--- config.mk ---
export PLATFORM = sky130hd
export DESIGN_NAME = unidade_controle_exp4_flat
export DESIGN_NICKNAME = d
export VERILOG_FILES = /design/src/rtl/unidade_controle_exp4_if.sv /design/src/rtl/unidade_controle_exp4.sv /design/src/flat_wrapper.sv
export SDC_FILE = /design/constraint.sdc
export NUM_CORES = 1
export LEC_CHECK = 0
export ABC_AREA = 1
export CORE_AREA = 2 2 39 41
export CTS_BUF_LIST = sky130_fd_sc_hd__clkbuf_16
export CTS_CLUSTER_SIZE = 24
export DETAILED_ROUTE_END_ITERATION = 7
export DIE_AREA = 0 0 41 43
export GPL_ROUTABILITY_DRIVEN = 0
export GPL_TIMING_DRIVEN = 0
export PLACE_DENSITY = 0.56
export SLEW_MARGIN = 10
export SYNTH_ARGS = -nofsm -noshare
export SYNTH_HDL_FRONTEND = slang
export SYNTH_SLANG_ARGS = --single-unit
--- constraint.sdc ---
create_clock -name clock -period 1.4 [get_ports clock]
set_input_delay 0.21 -clock clock [delete_from_list [all_inputs] [get_ports clock]]
set_output_delay 0.21 -clock clock [all_outputs]
set_load 0.02 [all_outputs]
--- src/rtl/unidade_controle_exp4_if.sv ---
// Control/status bundle between the sequence-game FSM and its counter/comparator datapath.
// jogada is a raw level and the FSM finds its rising edge. All other inputs are levels that the FSM samples only in the states that use them.
interface unidade_controle_exp4_if;
  logic       iniciar;
  logic       jogada;
  logic       igual;
  logic       fim;
  logic       zera;
  logic       conta;
  logic       pronto;
  logic       acertou;
  logic       errou;
  logic       timeout;
  logic [3:0] db_estado;

  modport master (
    input  iniciar, jogada, igual, fim,
    output zera, conta, pronto, acertou, errou, timeout, db_estado
  );

  modport slave (
    output iniciar, jogada, igual, fim,
    input  zera, conta, pronto, acertou, errou, timeout, db_estado
  );
endinterface

--- src/rtl/unidade_controle_exp4.sv ---
// Sequence-game controller: steps contador_163 and checks each jogada against comparador_85.
// Optional ESPERA timeout is built when the macro TIMEOUT_EN is defined.
module unidade_controle_exp4 #(
  parameter int unsigned TIMEOUT_CICLOS = 5000
) (
  input  logic                     clock,
  input  logic                     reset,
  unidade_controle_exp4_if.master  bus
);

  typedef enum logic [3:0] {
    INICIAL  = 4'h0,
    PREPARA  = 4'h1,
    ESPERA   = 4'h2,
    REGISTRA = 4'h3,
    COMPARA  = 4'h4,
    PROXIMO  = 4'h5,
    ACERTO   = 4'hA,
    ERRO     = 4'hE
  } estado_t;

  estado_t estado, proximo;
  logic    jogada_d;
  logic    jogada_ed;
  logic    fim_espera;

  if (TIMEOUT_CICLOS < 1) begin : g_param_check
    $error("TIMEOUT_CICLOS must be at least 1");
  end

  // jogada_d resets high so a button held through reset does not count as a press.
  always_ff @(posedge clock) begin
    if (reset) begin
      estado   <= INICIAL;
      jogada_d <= 1'b1;
    end else begin
      estado   <= proximo;
      jogada_d <= bus.jogada;
    end
  end

  assign jogada_ed = bus.jogada & ~jogada_d;

`ifdef TIMEOUT_EN
  localparam int TW = $clog2(TIMEOUT_CICLOS + 1);
  logic [TW-1:0] timer;
  logic          timeout_q;

  // The timer restarts on every entry to ESPERA because any other state clears it.
  always_ff @(posedge clock) begin
    if (reset) begin
      timer     <= '0;
      timeout_q <= 1'b0;
    end else begin
      if (estado == ESPERA) timer <= timer + TW'(1);
      else                  timer <= '0;
      if (estado == ESPERA && proximo == ERRO)      timeout_q <= 1'b1;
      else if (estado == ERRO && proximo != ERRO)   timeout_q <= 1'b0;
    end
  end

  assign fim_espera  = (estado == ESPERA) && (timer == TW'(TIMEOUT_CICLOS - 1));
  assign bus.timeout = timeout_q;
`else
  assign fim_espera  = 1'b0;
  assign bus.timeout = 1'b0;
`endif

  always_comb begin
    proximo = estado;
    case (estado)
      INICIAL:  if (bus.iniciar) proximo = PREPARA;
      PREPARA:  proximo = ESPERA;
      ESPERA: begin
        if (jogada_ed)       proximo = REGISTRA;
        else if (fim_espera) proximo = ERRO;
      end
      REGISTRA: proximo = COMPARA;
      COMPARA:  proximo = bus.igual ? PROXIMO : ERRO;
      PROXIMO:  proximo = bus.fim ? ACERTO : ESPERA;
      ACERTO,
      ERRO:     if (bus.iniciar) proximo = PREPARA;
      default:  proximo = INICIAL;
    endcase
  end

  // conta is suppressed on the last step so the counter parks at F instead of wrapping.
  assign bus.zera      = (estado == PREPARA);
  assign bus.conta     = (estado == PROXIMO) && !bus.fim;
  assign bus.pronto    = (estado == ACERTO) || (estado == ERRO);
  assign bus.acertou   = (estado == ACERTO);
  assign bus.errou     = (estado == ERRO);
  assign bus.db_estado = estado;

endmodule

--- src/flat_wrapper.sv ---
// flat-port wrapper written by rule: the top's interface ports become plain ports
module unidade_controle_exp4_flat 
#(
  parameter int unsigned TIMEOUT_CICLOS = 5000
)
  (clock, reset, bus_iniciar, bus_jogada, bus_igual, bus_fim, bus_zera, bus_conta, bus_pronto, bus_acertou, bus_errou, bus_timeout, bus_db_estado);
  unidade_controle_exp4_if bus_i ();
  input  logic clock;
  input  logic reset;
  input wire logic [$bits(bus_i.iniciar)-1:0] bus_iniciar;
  input wire logic [$bits(bus_i.jogada)-1:0] bus_jogada;
  input wire logic [$bits(bus_i.igual)-1:0] bus_igual;
  input wire logic [$bits(bus_i.fim)-1:0] bus_fim;
  output wire logic [$bits(bus_i.zera)-1:0] bus_zera;
  output wire logic [$bits(bus_i.conta)-1:0] bus_conta;
  output wire logic [$bits(bus_i.pronto)-1:0] bus_pronto;
  output wire logic [$bits(bus_i.acertou)-1:0] bus_acertou;
  output wire logic [$bits(bus_i.errou)-1:0] bus_errou;
  output wire logic [$bits(bus_i.timeout)-1:0] bus_timeout;
  output wire logic [$bits(bus_i.db_estado)-1:0] bus_db_estado;
  assign bus_i.iniciar = bus_iniciar;
  assign bus_i.jogada = bus_jogada;
  assign bus_i.igual = bus_igual;
  assign bus_i.fim = bus_fim;
  assign bus_zera = bus_i.zera;
  assign bus_conta = bus_i.conta;
  assign bus_pronto = bus_i.pronto;
  assign bus_acertou = bus_i.acertou;
  assign bus_errou = bus_i.errou;
  assign bus_timeout = bus_i.timeout;
  assign bus_db_estado = bus_i.db_estado;
  unidade_controle_exp4 #(.TIMEOUT_CICLOS(TIMEOUT_CICLOS)) u_core (.clock(clock), .reset(reset), .bus(bus_i));
endmodule
======== Word-level counts from Yosys, hierarchy flattened ========
Cells that the tools add are included.
word-level totals
  bits in registers ....................... 5
  input bits .............................. 6
  output and inout bits ................... 10
  logic and storage cells ................. 24
operators by class
  equal/unequal tests ..................... 9
  mux-type cells .......................... 5
  bitwise operators ....................... 2
  reduce and logical (&&, ||, !) cells .... 6
operator list
  operator                                                number
  one-hot mux 4 bit (6 select lines)                      1
  2-to-1 mux 4 bit                                        4
  == test 4 x 2 -> 1 bit (second input constant)          2
  == test 4 x 3 -> 1 bit (second input constant)          2
  == test 4 bit (second input constant)                   2
  == test 4 x 1 -> 1 bit (second input constant)          1
  logical NOT 4 bit                                       1
  inequality test 2 x 1 -> 1 bit (second input constant)  2
  OR reduction 3 bit                                      1
  AND reduction 2 bit                                     1
  AND 1 bit                                               1
  logical AND 1 bit                                       1
  logical NOT 1 bit                                       1
  logical OR 1 bit                                        1
  NOT 1 bit                                               1

======== Logic depth before layout (Yosys ltp) ========
Gate-level depths: netlist of the first run.
  depth after elaboration ................. 4
  mapped depth ............................ 8

======== Worst setup path after synthesis of the first run ========
Ideal clock, no wire load.
  kind .................................... reg2out
  from .................................... register u_core.estado[0], in the netlist u_core.bus.db_estado[0]
  to ...................................... output port bus_zera
  arrival ................................. 1.150 ns
  data required time ...................... 1.190 ns
  path slack .............................. 0.040 ns
  cell stages (with the launch flop) ...... 3
  buffers on the path ..................... 0
  path through ............................ dfxtp_1 inv_1 nor3_1
between the ends
  word-level cells in the longest chain between the ends .. 1
RTL lines
  what                      RTL line                     RTL
  start: declaration        unidade_controle_exp4.sv:22  estado_t estado, proximo;
  start signal: assignment  unidade_controle_exp4.sv:37  estado <= proximo;
  == test 4 x 1 -> 1 bit    unidade_controle_exp4.sv:88  assign bus.zera = (estado == PREPARA);
  end: declaration          flat_wrapper.sv:14           output wire logic [$bits(bus_i.zera)-1:0] bus_zera;
No other way between the ends.

======== Worst setup path after layout of the first run ========
  from .................................... register u_core.estado[2], in the netlist u_core.bus.db_estado[2]
  to ...................................... output port bus_zera
The elaborated chain is that of the path after synthesis.

==> results of run 1 <==
[state kept, by name (all words and copies together), names as in the netlist]
| register | cells |
|---|---|
| u_core.jogada_d | 1 |
| u_core.bus.db_estado | 4 |
[layer usage]
layer / vias to the layer above / wire length [microns]
li1: 197 / -
met1: 146 / 354
met2: 12 / 351
met3: 2 / 71
met4: 0 / 11
met5: - / 0
[metrics by stage]
step	setup slack (ps)	instances	utilization (%)	setup TNS, ps
floorplan	40.40	52	-	0
global placement	-234.0	82	35.71	-697.6
detailed placement	-215.7	82	35.71	-758.3
CTS	11.91	86	41.14	0
global route	18.28	86	40.33	0
finish	72.48	86	40.33	0
[worst max-delay path by stage]
stage	to	slack (ps)	cells past startpoint	from
6_report	bus_zera	70	4	u_core.bus.db_estado[2]
5_1_grt	bus_conta	20	5	u_core.bus.db_estado[2]
4_1_cts	bus_pronto	10	4	u_core.bus.db_estado[0]
3_5_place_dp	bus_zera	-220	4	u_core.bus.db_estado[3]
3_3_place_gp	bus_zera	-230	4	u_core.bus.db_estado[3]
2_1_floorplan	bus_zera	40	2	u_core.bus.db_estado[0]
[tightest hold or removal path, cell delays in order (launching register included)]
cell and delay, ps:
dfxtp_4 350, nand2_1 60, a21oi_1 50
[synth_stat cells, types with 2 or more instances]
master | n | share of area, %
dfxtp_1 | 5 | 30
inv_1 | 8 | 9.0
a21oi_1 | 2 | 3.0
nor2_2 | 3 | 5.6
nor3_1 | 2 | 3.0
nand2_1 | 8 | 9.0
nor2_1 | 7 | 7.9
nand3b_1 | 2 | 4.5
nand3_1 | 4 | 6.0
[timing repair]
item / in CTS / in global routing
setup endpoints to repair: 9 / 4
pin swaps: 0 / 0
resized for setup: 25 / 6
[cell type report]
| cell class | instances | area [sq um] |
|---|---|---|
| Fill cell | 145 | 825.8 |
| Multi-Input combinational cell | 36 | 193.9 |
| Timing Repair Buffer | 14 | 112.6 |
| Sequential cell | 5 | 107.6 |
| Clock buffer | 3 | 75.07 |
| Inverter | 10 | 37.54 |
| Tap cell | 16 | 20.02 |
| Buffer | 1 | 7.507 |
| Clock inverter | 1 | 3.754 |
[cells by family (layout without fill, tap and decap cells)]
| family | count (synthesis) | count (layout) | share of synthesized area (%) |
|---|---|---|---|
| DFF | 5 | 5 | 29.96 |
| buffers and inverters | 11 | 29 | 13.48 |
| AOI/OAI and AO/OA | 5 | 5 | 10.86 |
| and+or+nand+nor | 30 | 30 | 44.57 |
| other | 1 | 1 | 1.123 |
[power by group through the flow]
stage | sequential [uW] | clock, uW | combinational [uW]
floorplan | 273 | 0 | 293
global placement | 240 | 0 | 502
detailed placement | 240 | 0 | 505
CTS | 246 | 462 | 472
global route | 253 | 480 | 543
finish | 246 | 456 | 469
==> flow_metrics.py, run 1 <==
metrics = {
    "synthesis": {
        "synth_seq_cells": 5,
        "async_flop_share_pct": 0,
        "yosys_warnings": 0,
        "synth_ff_type": "dfxtp_1",
        "syn_avg_cell_area_sq_um": 6.424,
        "yosysSeqAreaShare_pct": 29.96,
        "synth_area_sq_um": 334.1,
        "synth.distinct_cells": 20,
        "synthCells": 52,
        "syn_nets": 58,
        "synth_edf_count": 0,
    },
    "sta": {
        "timing.final.crit_share_pct": 94.82,
        "fmax_ghz": 0.7533,
        "rsz0062_at_grt": "no",
        "hold_ws_ps": 506.9,
        "hold_viol": 0,
        "period_needed_ps": 1328,
        "setup_viol_count_final": 0,
        "finalMaxSlewViolations": 0,
        "worst_clock_skew_ps": 0.3129,
    },
    "floorplanning": {
        "die_height_microns": 43,
        "ios": 16,
        "die_area_sq_um": 1763,
        "num_rows": 14,
        "die_w_microns": 41,
        "fp.coreArea_sq_um": 1384,
        "initial_core_util_pct": 24.14,
    },
    "grt": {
        "track_usage_pct": 12.46,
        "grt_pass1_vias": 336,
        "met2_usage_pct": 17.19,
        "grt_max_degree": 7,
        "grt_overflow": 0,
        "antenna_found_initial": 0,
        "grt_busiest_layer": "met2",
        "grt_pass1_wl_microns": 1373,
        "grt_use_met3_pct": 8.377,
        "met1_usage_pct": 13.23,
    },
    "setup_path": {
        "r2r_slack_ps": 280,
        "crit_path_max_incr_delay_ps": 350,
        "crit_path_end_kind": "output port",
        "reg2reg_depth": 7,
        "critPathKind": "reg2out",
        "path_delay_family": "flip-flops",
        "critPathRequiredTime_ps": 1190,
        "crit_slowest_cell": "dfxtp_4",
        "start_kind": "flip-flop",
        "worstPathCellList": "nor2_4 -> inv_1 -> nor3_1 -> buf_2",
        "path_buf_inv": 2,
        "timing.rr.start": "u_core.bus.db_estado[0]",
        "crit_fanout": 5,
        "crit_arrival_ps": 1120,
        "rr_endpoint": "u_core.bus.db_estado[3]",
    },
    "power_and_ir_drop": {
        "power_density_nw_per_um2": 2099,
        "peakVddDrop_uv": 1000,
        "power_frac_comb_pct": 40.0,
        "p_leak_uw": 0.0002867,
        "power.switching_uw": 433.4,
        "p_int_uw": 737.7,
        "sw_frac_of_total_pct": 37.01,
        "finalPower_uw": 1171,
        "seqPwrFrac_pct": 21.0,
        "clkPwrFrac_pct": 39.0,
    },
    "clock_network": {
        "cts_buffers": 3,
        "cts_root_buf": "clkbuf_16",
        "cts_buffer_depth": 2,
        "cts.sink_count": 5,
        "cts-htree-levels": 1,
        "clk_pin_slew_worst_paths_ps": 30,
        "postCtsSetupBuffers": 0,
        "cts_tree": "yes",
        "clk_latency_ps": 220,
        "cts.hold.buffers_added": 0,
    },
    "final_layout": {
        "stdcell_area_sq_um": 558.0,
        "n_antenna_cell": 0,
        "drive_gt1_share_pct": 30.00,
        "nNetsFinal": 77,
        "final_cell_mix": "inv_1 (9), nand2_1 (8), nor2_1 (7)",
        "final_common_cell": "inv_1",
        "area_growth_pct": 67.04,
    },
    "route": {
        "detail_route.wl_per_cell_microns": 9.163,
        "ant_nets": 0,
        "totalWireLength_microns": 788,
        "first_pass_iters": 4,
        "drt_first_iter_violations": 4,
        "drcViolationCount": 0,
        "via_per_inst": 4.151,
        "route.vias.total": 357,
    },
    "run": {
        "maxCapViolCount": 0,
    },
    "hold_path": {
        "hold_path.class": "reg2reg",
        "hp-start": "u_core.bus.db_estado[2]",
        "worstHoldPathCells": 2,
        "min_to": "u_core.bus.db_estado[2]",
    },
    "place": {
        "placed_area_sq_um": 494.2,
        "hpwl_microns": 626.5,
        "portBuffers": 14,
    },
    "outcome": {
        "status": "completed",
    },
}
Note: power is estimated with default switching activity, not from simulation.
==> run 2: changes to the inputs <==
- MAX_ROUTING_LAYER: default -> met4
==> run 2 against run 1 <==
  * Worst setup slack better by 0.83 ps
  * Sequential share of layout area unchanged
  * Sequential power is essentially flat
  * Die area stayed put
  * Fmax is essentially flat
  * Final cell count is the same
  * Cell area unchanged
  * Clock skew about the same
  * Critical path depth unchanged
  * Via count shrank 0.84%
  * Hold slack about the same
  * Register-to-register slack hardly changed
==> flow_metrics.py, run 2 (synthesis gave the netlist of run 1 again) <==
metrics = {
    "hold_path": {
        "hold_path.class": "reg2reg",
    },
    "sta": {
        "timing.final.crit_share_pct": 94.76,
        "final.setup.tns_ps": 0,
        "rsz0062_at_grt": "no",
        "finalMaxSlewViolations": 0,
        "hold_viol": 0,
        "setup_viol_count_final": 0,
        "postLayoutSetupSlackWorst_ps": 73.32,
        "fmax_ghz": 0.7538,
        "hold_ws_ps": 506.9,
        "worst_clock_skew_ps": 0.3128,
        "period_needed_ps": 1327,
    },
    "route": {
        "via_per_inst": 4.116,
        "drt_first_iter_violations": 4,
        "detail_route.wl_per_cell_microns": 9.163,
        "first_pass_iters": 4,
        "ant_nets": 0,
        "route.vias.total": 354,
        "totalWireLength_microns": 788,
        "drcViolationCount": 0,
    },
    "final_layout": {
        "layout.area.seq_sq_um": 107.6,
        "largest_register_ffs": 4,
        "final_cell_mix": "inv_1 (9), nand2_1 (8), nor2_1 (7)",
        "nNetsFinal": 77,
        "multi_input_area_sq_um": 193.9,
        "final_common_cell": "inv_1",
        "n_antenna_cell": 0,
        "area_growth_pct": 67.04,
        "num-fill-cells": 145,
        "drive_gt1_share_pct": 30.00,
    },
    "grt": {
        "grt_max_degree": 7,
        "grt_overflow": 0,
        "grt_pass1_wl_microns": 1373,
        "grt_pass1_vias": 340,
        "antenna_found_initial": 0,
        "track_usage_pct": 12.46,
    },
    "floorplanning": {
        "initial_core_util_pct": 24.14,
        "ios": 16,
        "num_rows": 14,
        "die_w_microns": 41,
        "die_area_sq_um": 1763,
        "die_height_microns": 43,
        "fp.coreArea_sq_um": 1384,
    },
    "place": {
        "hpwl_microns": 626.5,
        "dp_worst_setup_slack_ps": -215.7,
        "portBuffers": 14,
    },
    "clock_network": {
        "cts-htree-levels": 1,
        "cts_buffers": 3,
        "clk_latency_ps": 220,
        "cts.hold.buffers_added": 0,
        "cts_root_buf": "clkbuf_16",
        "cts.sink_count": 5,
        "postCtsSetupBuffers": 0,
        "cts_tree": "yes",
        "cts_buffer_depth": 2,
        "clk_pin_slew_worst_paths_ps": 30,
    },
    "power_and_ir_drop": {
        "p_leak_uw": 0.0002867,
        "peakVddDrop_uv": 998.7,
        "power_density_nw_per_um2": 2097,
    },
    "setup_path": {
        "critPathRequiredTime_ps": 1190,
        "crit_path_end_kind": "output port",
        "crit_fanout": 5,
        "start_kind": "flip-flop",
        "critPathKind": "reg2out",
        "crit_arrival_ps": 1120,
    },
    "run": {
        "maxCapViolCount": 0,
    },
    "outcome": {
        "status": "completed",
    },
}
==> run 2: worst paths after layout <==
path / startpoint / endpoint / slack (ps) / cells after the start
max: u_core.bus.db_estado[2] / bus_zera / 70 / 4
min: u_core.bus.db_estado[2] / u_core.bus.db_estado[2] / 510 / 2
min reg2reg: u_core.bus.db_estado[2] / u_core.bus.db_estado[2] / 510 / 2
max reg2reg: u_core.bus.db_estado[0] / u_core.bus.db_estado[3] / 280 / 7
==> run 2: critical path, cell delays in order (launching register included) <==
cell and delay, ps:
dfxtp_4 350, nor2_4 140, inv_1 70, nor3_1 140, buf_2 200
==> run 2: cell type report <==
class                      count  share of cell area (%)
buffer                         1                   1.345
clock buffer                   3                   13.45
clock inverter                 1                  0.6726
inverter                      10                   6.726
multi-input combinational     36                   34.75
sequential                     5                   19.28
tap                           16                   3.587
timing repair buffer          14                   20.18
==> run 2: metal layers <==
| layer | vias to the layer above | track usage, % | routed length, microns |
|---|---|---|---|
| met5 | - | - | 0 |
| met4 | 0 | 8.000 | 11 |
| met3 | 2 | 6.806 | 60 |
| met2 | 10 | 17.19 | 349 |
| met1 | 145 | 13.23 | 366 |
| li1 | 197 | - | - |
==> run 2: timing repair <==
action	in CTS	in global routing
setup endpoints to repair	9	4
pin swaps	0	0
hold endpoints to repair	0	0
resized for setup	25	6
==> run 2: through the flow <==
step	cell area (sq um)	util [%]	power (uW)	instances
detailed placement	494.2	35.71	745.1	82
global placement	494.2	35.71	741.8	82
finish	558.0	40.33	1170	86
global route	558.0	40.33	1272	86
CTS	569.3	41.14	1181	86
floorplan	334.1	-	566.3	52
==> run 2: power by group <==
group	switching (uW)	leakage (uW)	total [uW]	internal [uW]
Combinational	289	0.000201	469	179
Clock	86.5	0.0000423	456	369
Sequential	56.7	0.0000430	246	189
Total	433	0.000287	1170	738
==> run 3: changes to the inputs <==
- SLEW_MARGIN: 10 -> 30
==> results of run 3 <==
Same layout as run 2: the final DEF is identical, and so are final timing and power.
